<file path="config.mk">
export PLATFORM = sky130hd
export DESIGN_NAME = uart_tx
export DESIGN_NICKNAME = d
export VERILOG_FILES = /design/src/rtl/uart_tx.sv
export SDC_FILE = /design/constraint.sdc
export NUM_CORES = 1
export LEC_CHECK = 0
export CAP_MARGIN = 5
export CORE_MARGIN = 4
export CORE_UTILIZATION = 55
export DETAILED_ROUTE_END_ITERATION = 10
export DONT_BUFFER_PORTS = 1
export PLACE_DENSITY = 0.7
export SKIP_LAST_GASP = 1
export SYNTH_ARGS = -nofsm -noshare
export SYNTH_HDL_FRONTEND = slang
export SYNTH_SLANG_ARGS = --single-unit
</file>
<file path="constraint.sdc">
create_clock -name clk -period 2.4 [get_ports clk]
set_input_delay 0.36 -clock clk [delete_from_list [all_inputs] [get_ports clk]]
set_output_delay 0.36 -clock clk [all_outputs]
set_load 0.05 [all_outputs]
</file>
<file path="src/rtl/uart_tx.sv">
// UART transmitter draining a registered-read FIFO: one pop per frame, then
// start bit, LSB-first data, optional parity and 1 or 2 stop bits on tx.
module uart_tx #(
    parameter int DATA_WIDTH   = 8,
    parameter int CLKS_PER_BIT = 16,
    parameter int STOP_BITS    = 1,
    parameter bit PARITY_EN    = 1'b0,
    parameter bit PARITY_ODD   = 1'b0
) (
    input  logic                  clk,
    input  logic                  reset,
    input  logic                  tx_enable,
    input  logic                  fifo_empty,
    input  logic [DATA_WIDTH-1:0] fifo_rd_data,
    output logic                  fifo_rd_en,
    output logic                  tx,
    output logic                  busy,
    output logic                  tx_done
);

    localparam int CNT_W = (CLKS_PER_BIT > 1) ? $clog2(CLKS_PER_BIT) : 1;
    localparam int IDX_W = (DATA_WIDTH > 1) ? $clog2(DATA_WIDTH) : 1;
    localparam logic [CNT_W-1:0] CNT_LAST  = CNT_W'(CLKS_PER_BIT - 1);
    localparam logic [IDX_W-1:0] IDX_LAST  = IDX_W'(DATA_WIDTH - 1);
    localparam logic [IDX_W-1:0] STOP_LAST = IDX_W'(STOP_BITS - 1);

    typedef enum logic [2:0] {
        S_IDLE, S_FETCH, S_LOAD, S_START, S_DATA, S_PARITY, S_STOP
    } state_t;

    state_t                  state_q, state_d;
    logic [CNT_W-1:0]        cnt_q, cnt_d;
    logic [IDX_W-1:0]        idx_q, idx_d;
    logic [DATA_WIDTH-1:0]   shreg_q, shreg_d;
    logic                    par_q, par_d;
    logic                    tx_q, tx_d;
    logic                    bit_end;

    function automatic logic frame_parity(input logic [DATA_WIDTH-1:0] d);
        return (^d) ^ PARITY_ODD;
    endfunction

    always_ff @(posedge clk or posedge reset) begin
        if (reset) begin
            state_q <= S_IDLE;
            cnt_q   <= '0;
            idx_q   <= '0;
            shreg_q <= '0;
            par_q   <= 1'b0;
            tx_q    <= 1'b1;
        end else begin
            state_q <= state_d;
            cnt_q   <= cnt_d;
            idx_q   <= idx_d;
            shreg_q <= shreg_d;
            par_q   <= par_d;
            tx_q    <= tx_d;
        end
    end

    always_comb begin
        state_d    = state_q;
        cnt_d      = cnt_q;
        idx_d      = idx_q;
        shreg_d    = shreg_q;
        par_d      = par_q;
        tx_d       = tx_q;
        fifo_rd_en = 1'b0;
        tx_done    = 1'b0;
        busy       = (state_q != S_IDLE);
        bit_end    = (cnt_q == CNT_LAST);

        // tx_d is loaded on the last cycle of a bit so the registered line
        // changes exactly on the first clock of the following bit.
        if (state_q inside {S_START, S_DATA, S_PARITY, S_STOP})
            cnt_d = bit_end ? '0 : cnt_q + 1'b1;

        case (state_q)
            S_IDLE: begin
                tx_d  = 1'b1;
                cnt_d = '0;
                idx_d = '0;
                if (tx_enable && !fifo_empty)
                    state_d = S_FETCH;
            end
            S_FETCH: begin
                fifo_rd_en = 1'b1;
                state_d    = S_LOAD;
            end
            S_LOAD: begin
                shreg_d = fifo_rd_data;
                par_d   = frame_parity(fifo_rd_data);
                tx_d    = 1'b0;
                cnt_d   = '0;
                state_d = S_START;
            end
            S_START: begin
                if (bit_end) begin
                    tx_d    = shreg_q[0];
                    idx_d   = '0;
                    state_d = S_DATA;
                end
            end
            S_DATA: begin
                if (bit_end) begin
                    if (idx_q == IDX_LAST) begin
                        idx_d = '0;
                        if (PARITY_EN) begin
                            tx_d    = par_q;
                            state_d = S_PARITY;
                        end else begin
                            tx_d    = 1'b1;
                            state_d = S_STOP;
                        end
                    end else begin
                        idx_d   = idx_q + 1'b1;
                        shreg_d = shreg_q >> 1;
                        tx_d    = shreg_d[0];
                    end
                end
            end
            S_PARITY: begin
                if (bit_end) begin
                    tx_d    = 1'b1;
                    idx_d   = '0;
                    state_d = S_STOP;
                end
            end
            S_STOP: begin
                if (bit_end) begin
                    if (idx_q == STOP_LAST) begin
                        tx_done = 1'b1;
                        idx_d   = '0;
                        state_d = S_IDLE;
                    end else begin
                        idx_d = idx_q + 1'b1;
                    end
                end
            end
            default: state_d = S_IDLE;
        endcase
    end

    assign tx = tx_q;

endmodule

</file>
==> flow_metrics.py, run 1 <==
metrics = {
    "sta": {
        "min_period_ps": 2130,
        "setup_slack_ps": 270.1,
        "fmax_mhz": 469.5,
        "fin_crit_sh_pct": 88.74,
        "setup_tns_ps": 0,
        "drv_slew": 0,
        "slew_headroom_pct": 52.23,
        "setup_viol": 0,
        "tightest_slew_ps": 715.7,
        "rsz0062_at_grt": "no",
        "skew_ps": 1.470,
        "hold_violations": 0,
    },
    "placed_design": {
        "gp_routability_congestion": 0.8537,
        "dpl_cell_area_um2": 1219,
        "post-place-ws_ps": 273.7,
        "portBuffers": 0,
        "hpwlAfterDp_um": 1851,
    },
    "route": {
        "ant_nets": 0,
        "drc_errors": 0,
        "firstDrtPassIters": 4,
        "vias_per_cell": 6.472,
        "dr.first_iter.drc_count": 26,
        "drt-total-wl_um": 2588,
        "vias": 1029,
        "wl_per_cell_um": 16.28,
    },
    "worst_setup_path": {
        "critical_path_required_ps": 2620,
        "path_class": "flop to flop",
        "critPathCaptureType": "flop",
        "path_max_fanout": 8,
        "arrival_ps": 2350,
        "start_kind": "flop",
    },
    "pwr": {
        "leakage_nw": 0.5321,
        "peakVddDrop_mv": 0.4189,
        "pwr_density_cell_nw_per_um2": 414.4,
        "p_total_uw": 515.9,
    },
    "worst_hold_path": {
        "hold_path.class": "input port to async pin",
    },
    "grt": {
        "overflow": 0,
        "use_met1_pct": 29.64,
        "grt_max_degree": 20,
        "global_route.usage.met2_pct": 32.87,
        "grt_usage_pct": 21.52,
        "top_usage_layer": "met2",
        "grt_pass1_wl_um": 4540,
        "first_global_vias": 962,
        "met3_usage_pct": 4.155,
        "antenna_found_initial": 0,
    },
    "logic_synthesis": {
        "yosysUniqueCellTypes": 38,
        "synth_edf_count": 0,
        "async_reset_ff_share_pct": 100.0,
        "synth_cells": 129,
        "ys.flop_type": "dfrtp_1",
        "syn_nets": 145,
        "seq_area_frac_synth_pct": 40.66,
        "synthesis.area_um2": 1172,
        "ys_warn_count": 0,
        "synth.avg_cell_area_um2": 9.088,
        "synth_seq_cells": 19,
    },
    "clocking": {
        "cts_tree": "yes",
        "cts_setup_buffers": 0,
        "numCtsBuffers": 3,
        "clkLatencyLatePin_ps": 300,
        "clock-sinks": 19,
        "ctsHtreeMaxLevel": 1,
        "clk_pin_slew_worst_paths_ps": 110,
        "cts_hold_buf": 0,
        "cts.repair.resized": 0,
        "root_buffer": "clkbuf_4",
        "cts_max_path_buffers": 2,
    },
    "floorplan": {
        "io_pins": 16,
        "die_x_um": 54.17,
        "start_util_pct": 58.56,
        "rows": 16,
        "coreArea_um2": 2002,
        "die_h_um": 54.17,
        "design.die.area_um2": 2934,
    },
    "cells_and_area": {
        "final_util_pct": 62.19,
        "final_cell_mix": "dfrtp_1 (18), a21oi_1 (12), nand2_1 (9)",
        "diodes": 0,
        "drive_gt1_share_pct": 13.64,
        "fillers": 181,
        "layout.nets": 149,
        "area_growth_syn_to_layout_pct": 6.190,
        "layout_commonest_cell": "dfrtp_1",
        "fin_area_um2": 1245,
    },
    "flow_run": {
        "max-cap-violations": 0,
    },
    "run_status": {
        "outcome": "finished, final reports clean",
    },
}
[area by class of cell]
| type | instances | area [um2] | share of cell area, % |
|---|---|---|---|
| flip-flops and latches | 19 | 476.7 | 38.29 |
| clock buffers | 4 | 26.28 | 2.111 |
| inverters | 7 | 26.28 | 2.111 |
| well taps | 27 | 33.78 | 2.714 |
| repair buffers | 7 | 52.55 | 4.221 |
| multi-input cells | 95 | 629.4 | 50.55 |
[cell families (layout without fill, tap and decap cells)]
logic type                 Yosys count  count (layout)  synth area share [%]
adders and majority gates            4               4                 4.269
DFF                                 19              19                 40.66
and+or+nand+nor                     38              38                 16.76
AOI/OAI and AO/OA                   52              52                 31.70
buffers and inverters               15              18                 5.656
muxes                                1               1                0.9604
[through the flow]
step	std cells	hold WS (ps)
after floorplan	129	310.4
after global placement	155	402.8
after detailed placement	155	408.2
after CTS	159	68.61
after global routing	159	101.5
final	159	53.67
[power breakdown]
group / leakage, nW / internal, mW / total (mW) / switching [mW]
combinational: 0.299 / 0.00798 / 0.0178 / 0.00977
sequential: 0.218 / 0.328 / 0.335 / 0.00767
clock: 0.0150 / 0.0648 / 0.163 / 0.0982
[synth_stat cells, drive strengths merged (2+ instances only)]
library cell / number / area (um2)
buf: 3 / 21.27
a21o: 2 / 15.01
a311oi: 2 / 17.52
o21ai: 9 / 45.04
a21oi: 13 / 76.33
and2: 2 / 12.51
o22ai: 8 / 50.05
nor2: 6 / 22.52
dfrtp: 18 / 450.4
nor2b: 5 / 31.28
nand3: 6 / 30.03
clkbuf: 5 / 18.77
inv: 6 / 22.52
a2bb2oi: 7 / 61.31
nor3: 6 / 30.03
nand2: 9 / 33.78
ha: 4 / 50.05
[state kept, by name, summed over array words and instances (netlist names)]
signal,cells
shreg_q,8
state_q,3
idx_q,3
cnt_q,4
tx,1
[final timing paths]
check / startpoint / endpoint / slack [ps] / cells past startpoint
worst max-delay path: idx_q[0]$_DFFE_PP0P_ / shreg_q[6]$_DFFE_PP0P_ / 270 / 6
worst min-delay path: reset / idx_q[1]$_DFFE_PP0P_ / 50 / 1
worst max register to register: idx_q[0]$_DFFE_PP0P_ / shreg_q[6]$_DFFE_PP0P_ / 270 / 6
worst min register to register: shreg_q[7]$_DFFE_PP0P_ / shreg_q[7]$_DFFE_PP0P_ / 540 / 2
max in group asynchronous: reset / state_q[0]$_DFFE_PP0P_ / 1900 / 1
min in group clk: fifo_rd_data[7] / shreg_q[7]$_DFFE_PP0P_ / 210 / 2
[layer usage]
metal	routed length, um	vias to the layer above	part of all wire [%]
li1	-	492	-
met1	1119	502	43
met2	1296	31	50
met3	136	4	5.3
met4	35	0	1.4
met5	0	-	0
[worst max-delay path: stages (launching register included)]
cell	delay (ps)
dfrtp_1	420
ha_1	210
ha_1	210
or3b_4	400
a21oi_4	260
a21boi_4	340
a2bb2oi_1	200
Power figures use the tool's default switching activity.
==> run 2, diff against run 1 <==
CTS_BUF_LIST = sky130_fd_sc_hd__clkbuf_4 sky130_fd_sc_hd__clkbuf_8 sky130_fd_sc_hd__clkbuf_16   (was not set)
==> run 2 against run 1 <==
  * Sequential share of layout area fell by 0.12 points
  * Via count rose by 0.49%
  * Highest routed layer unchanged
  * Largest power group unchanged
  * Combinational power barely moved
  * Register-to-register slack improved by 20 ps
  * Largest cell class unchanged
  * Sequential power barely moved
==> flow_metrics.py, run 2 (same netlist as run 1, synthesis figures left out) <==
metrics = {
    "cells_and_area": {
        "multi_input_area_um2": 629.4,
        "layout.nets": 149,
        "fillers": 178,
        "ff_latch_area_um2": 476.7,
        "instances_no_fill": 159,
        "drive_gt1_share_pct": 14.39,
        "diodes": 0,
        "final_util_pct": 62.38,
        "top_register": "shreg_q",
        "layout_commonest_cell": "dfrtp_1",
        "final_cell_mix": "dfrtp_1 (18), a21oi_1 (12), nand2_1 (9)",
        "reg_top3": "shreg_q x8, cnt_q x4",
        "largest_reg_flops": 8,
        "area_growth_syn_to_layout_pct": 6.510,
    },
    "route": {
        "wl_met3_um": 109,
        "vias_per_cell": 6.503,
        "vias": 1034,
        "firstDrtPassIters": 4,
        "ant_nets": 0,
        "drt-total-wl_um": 2664,
        "met1_length_um": 1190,
        "drc_errors": 0,
        "wl_met2_um": 1327,
        "wl_per_cell_um": 16.75,
        "topRoutingLayerUsed": "met4",
        "dr.first_iter.drc_count": 27,
    },
    "grt": {
        "grt_usage_pct": 21.75,
        "grt_pass1_wl_um": 4554,
        "grt_max_degree": 20,
        "first_global_vias": 962,
        "antenna_found_initial": 0,
        "overflow": 0,
    },
    "sta": {
        "min_period_ps": 2114,
        "slew_headroom_pct": 51.87,
        "fmax_mhz": 473.1,
        "drv_slew": 0,
        "hold_violations": 0,
        "setup_tns_ps": 0,
        "fin_crit_sh_pct": 88.07,
        "setup_viol": 0,
        "fin_hold_ws_ps": 45.81,
        "skew_ps": 8.916,
        "tightest_slew_ps": 721.2,
        "rsz0062_at_grt": "no",
    },
    "clocking": {
        "cts.repair.resized": 0,
        "clock-sinks": 19,
        "root_buffer": "clkbuf_4",
        "cts_tree": "yes",
        "clkLatencyLatePin_ps": 310,
        "clk_pin_slew_worst_paths_ps": 110,
        "ctsHtreeMaxLevel": 1,
        "cts_max_path_buffers": 2,
        "cts_setup_buffers": 0,
        "cts_hold_buf": 0,
        "numCtsBuffers": 3,
    },
    "pwr": {
        "combinationalPowerShare_pct": 3.3,
        "switchingPower_uw": 119.7,
        "p_total_uw": 531.4,
        "seqPwrFrac_pct": 63.1,
        "p_int_uw": 411.7,
        "switching_share_pct": 22.52,
        "peakVddDrop_mv": 0.4169,
        "pwr_density_cell_nw_per_um2": 425.6,
        "power.share.clock_pct": 33.6,
        "leakage_nw": 0.5355,
    },
    "worst_setup_path": {
        "critical_path_required_ps": 2630,
        "slowest_delay_ps": 420,
        "r2r_slack_ps": 290,
        "start_kind": "flop",
        "r2r_start": "idx_q[0]$_DFFE_PP0P_",
        "worst_path_most_repeated_cell": "ha_1",
        "arrival_ps": 2350,
        "path_class": "flop to flop",
        "r2r_cells": 6,
        "regToRegEndpoint": "shreg_q[6]$_DFFE_PP0P_",
        "path_max_fanout": 8,
        "crit_chain": "ha_1, ha_1, or3b_4, a21oi_4, a21boi_4, a2bb2oi_1",
        "crit_slowest_cell": "dfrtp_1",
        "critPathCaptureType": "flop",
    },
    "floorplan": {
        "die_x_um": 54.17,
        "design.die.area_um2": 2934,
        "rows": 16,
        "coreArea_um2": 2002,
        "start_util_pct": 58.56,
        "io_pins": 16,
        "die_h_um": 54.17,
    },
    "placed_design": {
        "place_inst": 155,
        "portBuffers": 0,
        "gp_routability_congestion": 0.8537,
        "hpwlAfterDp_um": 1851,
    },
    "flow_run": {
        "max-cap-violations": 0,
    },
    "worst_hold_path": {
        "hold_path.class": "input port to async pin",
    },
    "run_status": {
        "outcome": "finished, final reports clean",
    },
}
==> run 2: cell count changes in the layout (fill, tap and decap cells not counted) <==
| cell | change |
|---|---|
| clkbuf_4 | +1 |
| clkbuf_1 | -1 |
==> run 2: worst max-delay path by stage <==
stage / end / startpoint / depth (start not counted)
floorplan: fifo_rd_en / state_q[2]$_DFFE_PP0P_ / 3
global placement: shreg_q[4]$_DFFE_PP0P_ / idx_q[0]$_DFFE_PP0P_ / 6
detailed placement: shreg_q[4]$_DFFE_PP0P_ / idx_q[0]$_DFFE_PP0P_ / 6
CTS: shreg_q[6]$_DFFE_PP0P_ / idx_q[0]$_DFFE_PP0P_ / 6
global route: shreg_q[6]$_DFFE_PP0P_ / idx_q[0]$_DFFE_PP0P_ / 6
finish: shreg_q[6]$_DFFE_PP0P_ / idx_q[0]$_DFFE_PP0P_ / 6
==> run 2: metal layers <==
metal	vias to the layer above	global-route usage [%]
met5	-	0
met4	0	8.714
met3	4	4.155
met2	30	33.67
met1	511	29.64
li1	489	-
==> run 2: per-stage QoR <==
stage          setup slack (ps)  cell area [um2]
5_1_grt                   122.4             1249
2_1_floorplan             197.9             1172
3_5_place_dp              273.7             1219
3_3_place_gp              407.0             1219
6_report                  286.4             1249
4_1_cts                   243.4             1249
==> run 2: worst max-delay path, delay by kind of cell (launching register included) <==
kind	cells	cell delay [ps]
AO/OA/AOI/OAI	3	810
adder cells (fa/ha/maj)	2	430
flip-flops	1	420
AND/OR/NAND/NOR	1	400
==> run 2: cell type report <==
cell class / instances / share of cell area, %
Timing Repair Buffer: 7 / 4.208
Sequential cell: 19 / 38.18
Inverter: 7 / 2.104
Multi-Input combinational cell: 95 / 50.40
Tap cell: 27 / 2.705
Clock buffer: 4 / 2.405
==> run 2: power by group through the flow <==
stage	registers [mW]	logic [mW]	clock network (mW)
floorplan	0.340	0.0152	0
global placement	0.341	0.0176	0
detailed placement	0.341	0.0183	0
CTS	0.335	0.0184	0.183
global route	0.336	0.0208	0.201
finish	0.335	0.0178	0.178
==> RTL change 1: new RTL, config.mk and constraints of run 2 <==
`CLKS_PER_BIT`: 16 -> 32.
--- a/src/rtl/uart_tx.sv
+++ b/src/rtl/uart_tx.sv
@@ -4,3 +4,3 @@
     parameter int DATA_WIDTH   = 8,
-    parameter int CLKS_PER_BIT = 16,
+    parameter int CLKS_PER_BIT = 32,
     parameter int STOP_BITS    = 1,
Behaviour: no difference found for any inputs over 10 cycles, from zero or initial values and one cycle with reset high; that may be too few to reach the edited logic, so the function may still have changed.
==> RTL change 1 against run 2 <==
Wire length is 2.7% higher; core utilization is 1.4 points higher; sequential cell count is 1 higher; hold slack better by 0.028 ns; count of clock-buffer cells in the layout stayed put; total power is 6.9% higher; critical path depth stayed put; area after synthesis is 18% higher; final area is 17% higher; worst setup slack worse by 0.11 ns.
==> RTL change 1: results (changes against run 2) <==
----------------------------------------------------
[Final layout]
  Fill cells ... 196 (+10%)
  Signal inverters ... 9 (+2)
  Number of nets in the layout ... 174 (+17%)
  Largest registers in the final layout ... shreg_q: 8 flops, cnt_q: 5 flops
  Non-clock buffer instance count of the final layout ... 9 (+2)
  Fraction of final layout cells with drive strength greater than 1 ... 16.8% (+2.4 points)
  Sequential cell area share ... 34.4% (-3.8 points)
  Multi-input combinational area share ... 53.6% (+3.2 points)

[Power]
  Switching power total ... 0.123 mW (+2.6%)

[Logic synthesis]
  Most common library cells after synthesis ... 19 x sky130_fd_sc_hd__dfrtp_1, 16 x sky130_fd_sc_hd__a21oi_1, 13 x sky130_fd_sc_hd__nand2_1, 10 x sky130_fd_sc_hd__mux2i_1, 10 x sky130_fd_sc_hd__nor2_1
  Synthesized-area fraction occupied by ao, oa, aoi and oai cells ... 22.8% (-8.9 points)
  Synth unique cells ... 39 (+2.6%)
  Synth Instances ... 155 (+20%)
  Mapped Area ... 1390 um2 (+18%)
  Multiplexer area fraction after synthesis ... 9.67% (+8.7 points)
  Register area share after synthesis ... 36.2% (-4.4 points)

[Timing]
  Largest clock skew in the final design ... 0.00482 ns (-0.00410 ns)
  Remaining max-slew budget at the tightest pin ... 49.0% (-2.9 points)

[Outcome]
  Result of the run ... completed

[Placement]
  Number of placed cells counting well taps ... 179 (+15%)
  Worst slack after detailed placement ... 0.294 ns (+0.0201 ns)
  Global placement routability congestion ... 0.830 (-2.8%)

[GRT]
  Fraction of met1 tracks used by global routing ... 23.1% (-6.5 points)
  Met2 global-route usage ... 28.1% (-5.6 points)
  Global routing met3 resource utilization ... 3.34% (-0.81 points)
  Number of global-route vias before repair ... 982 (+2.1%)

[Drt]
  Aggregate routed wire length ... 2740 um (+2.7%)
  Met2 WL ... 1300 um (-2.2%)
  Post-detailed-route wirelength per cell ... 14.9 um (-11%)
  Violation count after the first detailed-route iteration ... 39 (+44%)

[Critical path]
  Data arrival time of the worst path ... 1.87 ns (-0.48 ns)
  Minimum setup slack among reg-to-reg paths ... 0.34 ns (+0.05 ns)
  Reg-to-reg critical path endpoint ... shreg_q[3]
  Capture point of the worst path ... tx_done
  Largest fanout on the critical path ... 5 (-3)
  Number of cells traversed by the worst register-to-register path ... 8 (+2)
  Startpoint of the worst register-to-register path ... cnt_q[1]

[CTS]
  Clock sink count ... 20 (+1)
  Insertion delay to the later sink of the worst-skew pair ... 0.29 ns (-0.02 ns)

----------------------------------------------------
-- RTL change 1: cell types whose count changed after synthesis, moves of 4 or more --
cell / change
sky130_fd_sc_hd__nor3b_1: +4
sky130_fd_sc_hd__nor3_1: -5
sky130_fd_sc_hd__clkbuf_1: -5
sky130_fd_sc_hd__nor2_1: +4
sky130_fd_sc_hd__o22ai_1: -4
sky130_fd_sc_hd__buf_2: +7
sky130_fd_sc_hd__a2bb2oi_1: -7
sky130_fd_sc_hd__a21oi_1: +4
sky130_fd_sc_hd__a21oi_2: +4
sky130_fd_sc_hd__nor2b_1: -5
sky130_fd_sc_hd__mux2i_1: +10
sky130_fd_sc_hd__nand2_1: +4
-- RTL change 1: metrics by stage --
step	hold slack [ns]	util [%]	total power, mW
floorplan	0.323	-	0.376
global placement	0.423	61.8	0.380
detailed placement	0.434	61.8	0.382
CTS	0.102	63.4	0.577
global route	0.132	63.7	0.600
finish	0.0741	63.7	0.568
==> RTL change 2: new RTL, config.mk and constraints of run 2 <==
Made on the original files. Put one more register stage on the output `tx`. The value now appears one clock later. The other outputs are not delayed to match.
--- a/src/rtl/uart_tx.sv
+++ b/src/rtl/uart_tx.sv
@@ -143,3 +143,5 @@
 
-    assign tx = tx_q;
+    always_ff @(posedge clk) begin
+        tx <= tx_q;
+    end
 
Check against the original RTL: not equivalent (a bounded check fails within 4 cycles, from zero or initial values and one cycle with reset high).
==> RTL change 2 against run 2 <==
Final area is 5.8% higher; via count is 1.6% higher; critical endpoint is now tx_done; first-iteration DRC count rose by 56%; wire length grew 1.4%; global-route usage fell by 0.64 points; area after synthesis is 3.2% higher; register-to-register slack better by 0.03 ns; non-clock buffer count grew 1; worst setup slack worse by 0.095 ns; sequential cell count up 1; core utilization up 3.0 points.
Power is not compared: it rests on default switching activity, and its combinational part moved more than twofold at a synthesized area within 25%.
==> RTL change 2: results (changes against run 2) <==
----------------------------------------------------
[Outcome]
  Result of the run ... completed

[Logic synthesis]
  Leading cell types by total area after synthesis ... sky130_fd_sc_hd__dfrtp_1 37%, sky130_fd_sc_hd__a21oi_1 5.4%, sky130_fd_sc_hd__a2bb2oi_1 5.1%
  Post-synth top flop ... sky130_fd_sc_hd__dfrtp_1
  Most common library cells after synthesis ... 18 x sky130_fd_sc_hd__dfrtp_1, 13 x sky130_fd_sc_hd__a21oi_1
  Share of flip-flops with an asynchronous set or reset after synthesis ... 95.0% (-5.0 points)
  Synth unique cells ... 41 (+7.9%)
  Register area share after synthesis ... 41.1% (+0.39 points)
  Post-Synthesis Mean Instance Area ... 9.24 um2 (+1.6%)

[Final layout]
  Non-clock buffer instance count of the final layout ... 8 (+1)
  Clock buffer and inverter area fraction after layout ... 3.98% (+1.6 points)
  Signal inverters ... 8 (+1)
  Non-clock buffer share of cell area ... 4.55% (+0.34 points)
  Fraction of final layout cells with drive strength greater than 1 ... 16.3% (+1.9 points)
  Fill cells ... 182 (+2.2%)
  Post-Route Utilization ... 65.3% (+3.0 points)
  Layout clock buffers ... 3 (-1)
  Combined flip-flop and latch cell area ... 497 um2 (+4.2%)
  Number of nets in the layout ... 152 (+2.0%)
  Total area of multi-input combinational cells ... 648 um2 (+3.0%)

[Drt]
  Post-DR vias/cell ... 6.49 (-0.24%)
  Aggregate routed wire length ... 2700 um (+1.4%)
  Vias ... 1,051 (+1.6%)
  Met2 WL ... 1250 um (-6.2%)
  Met3 WL post-DR ... 135 um (+24%)
  Met1 Routed Length ... 1300 um (+9.5%)
  Violation count after the first detailed-route iteration ... 42 (+56%)

[Critical path]
  Reg-to-reg critical path endpoint ... shreg_q[2]
  Capture point of the worst path ... tx_done
  Max stage delay on crit path ... 0.44 ns (+0.02 ns)
  Minimum setup slack among reg-to-reg paths ... 0.32 ns (+0.03 ns)
  Largest fanout on the critical path ... 9 (+1)
  Startpoint of the worst setup timing path ... cnt_q[0]
  Data arrival time of the worst path ... 1.85 ns (-0.50 ns)

[GRT]
  Fraction of met1 tracks used by global routing ... 30.1% (+0.48 points)
  Met2 global-route usage ... 32.9% (-0.79 points)
  Wire length of the first global-routing pass ... 4600 um (+1.1%)
  Global routing met3 resource utilization ... 3.22% (-0.94 points)
  Number of global-route vias before repair ... 1,011 (+5.1%)
  GRT Total Usage ... 21.1% (-0.64 points)

[Placement]
  Worst slack after detailed placement ... 0.356 ns (+0.0821 ns)
  Number of placed cells counting well taps ... 158 (+1.9%)
  Post-DP Area ... 1270 um2 (+4.1%)
  Global placement routability congestion ... 0.879 (+3.0%)
  Dpl hpwl ... 1880 um (+1.5%)

[Timing]
  Part of the cycle the worst path needs ... 92.0% (+3.9 points)
  Hold_ws ... 0.0536 ns (+0.00783 ns)
  Worst-margin pin slew ... 0.755 ns (+0.0336 ns)
  Largest clock skew in the final design ... 0.00801 ns (-0.000906 ns)

[CTS]
  Clock sink count ... 20 (+1)
  Insertion delay to the later sink of the worst-skew pair ... 0.31 ns (about the same)

----------------------------------------------------
==> RTL change 2: worst max-delay path: cells and delay by family (launching register included) <==
family / cells / cell delay (ns)
buffers and inverters: 1 / 0.21
adder cells (fa/ha/maj): 1 / 0.24
flip-flops: 1 / 0.44
AND/OR/NAND/NOR: 3 / 0.65
==> RTL change 2: power groups by stage <==
stage	registers (mW)	logic [mW]	clock network [mW]
after floorplan	0.578	0.443	0
after global placement	0.624	0.505	0
after detailed placement	0.625	0.519	0
after CTS	0.619	0.522	0.283
after global routing	0.641	0.583	0.298
final	0.622	0.528	0.277
==> RTL change 2: logic make-up (layout without fill, tap and decap cells) <==
kind of cell             Yosys count  count (layout)  share of synthesized area, %
AO/OA/AOI/OAI                     51              51                          30.3
AND/OR/NAND/NOR                   38              38                          16.9
multiplexers                       2               2                          1.86
adder cells (fa/ha/maj)            4               4                          4.14
buffers and inverters             16              20                          5.79
flip-flops                        20              20                          41.1
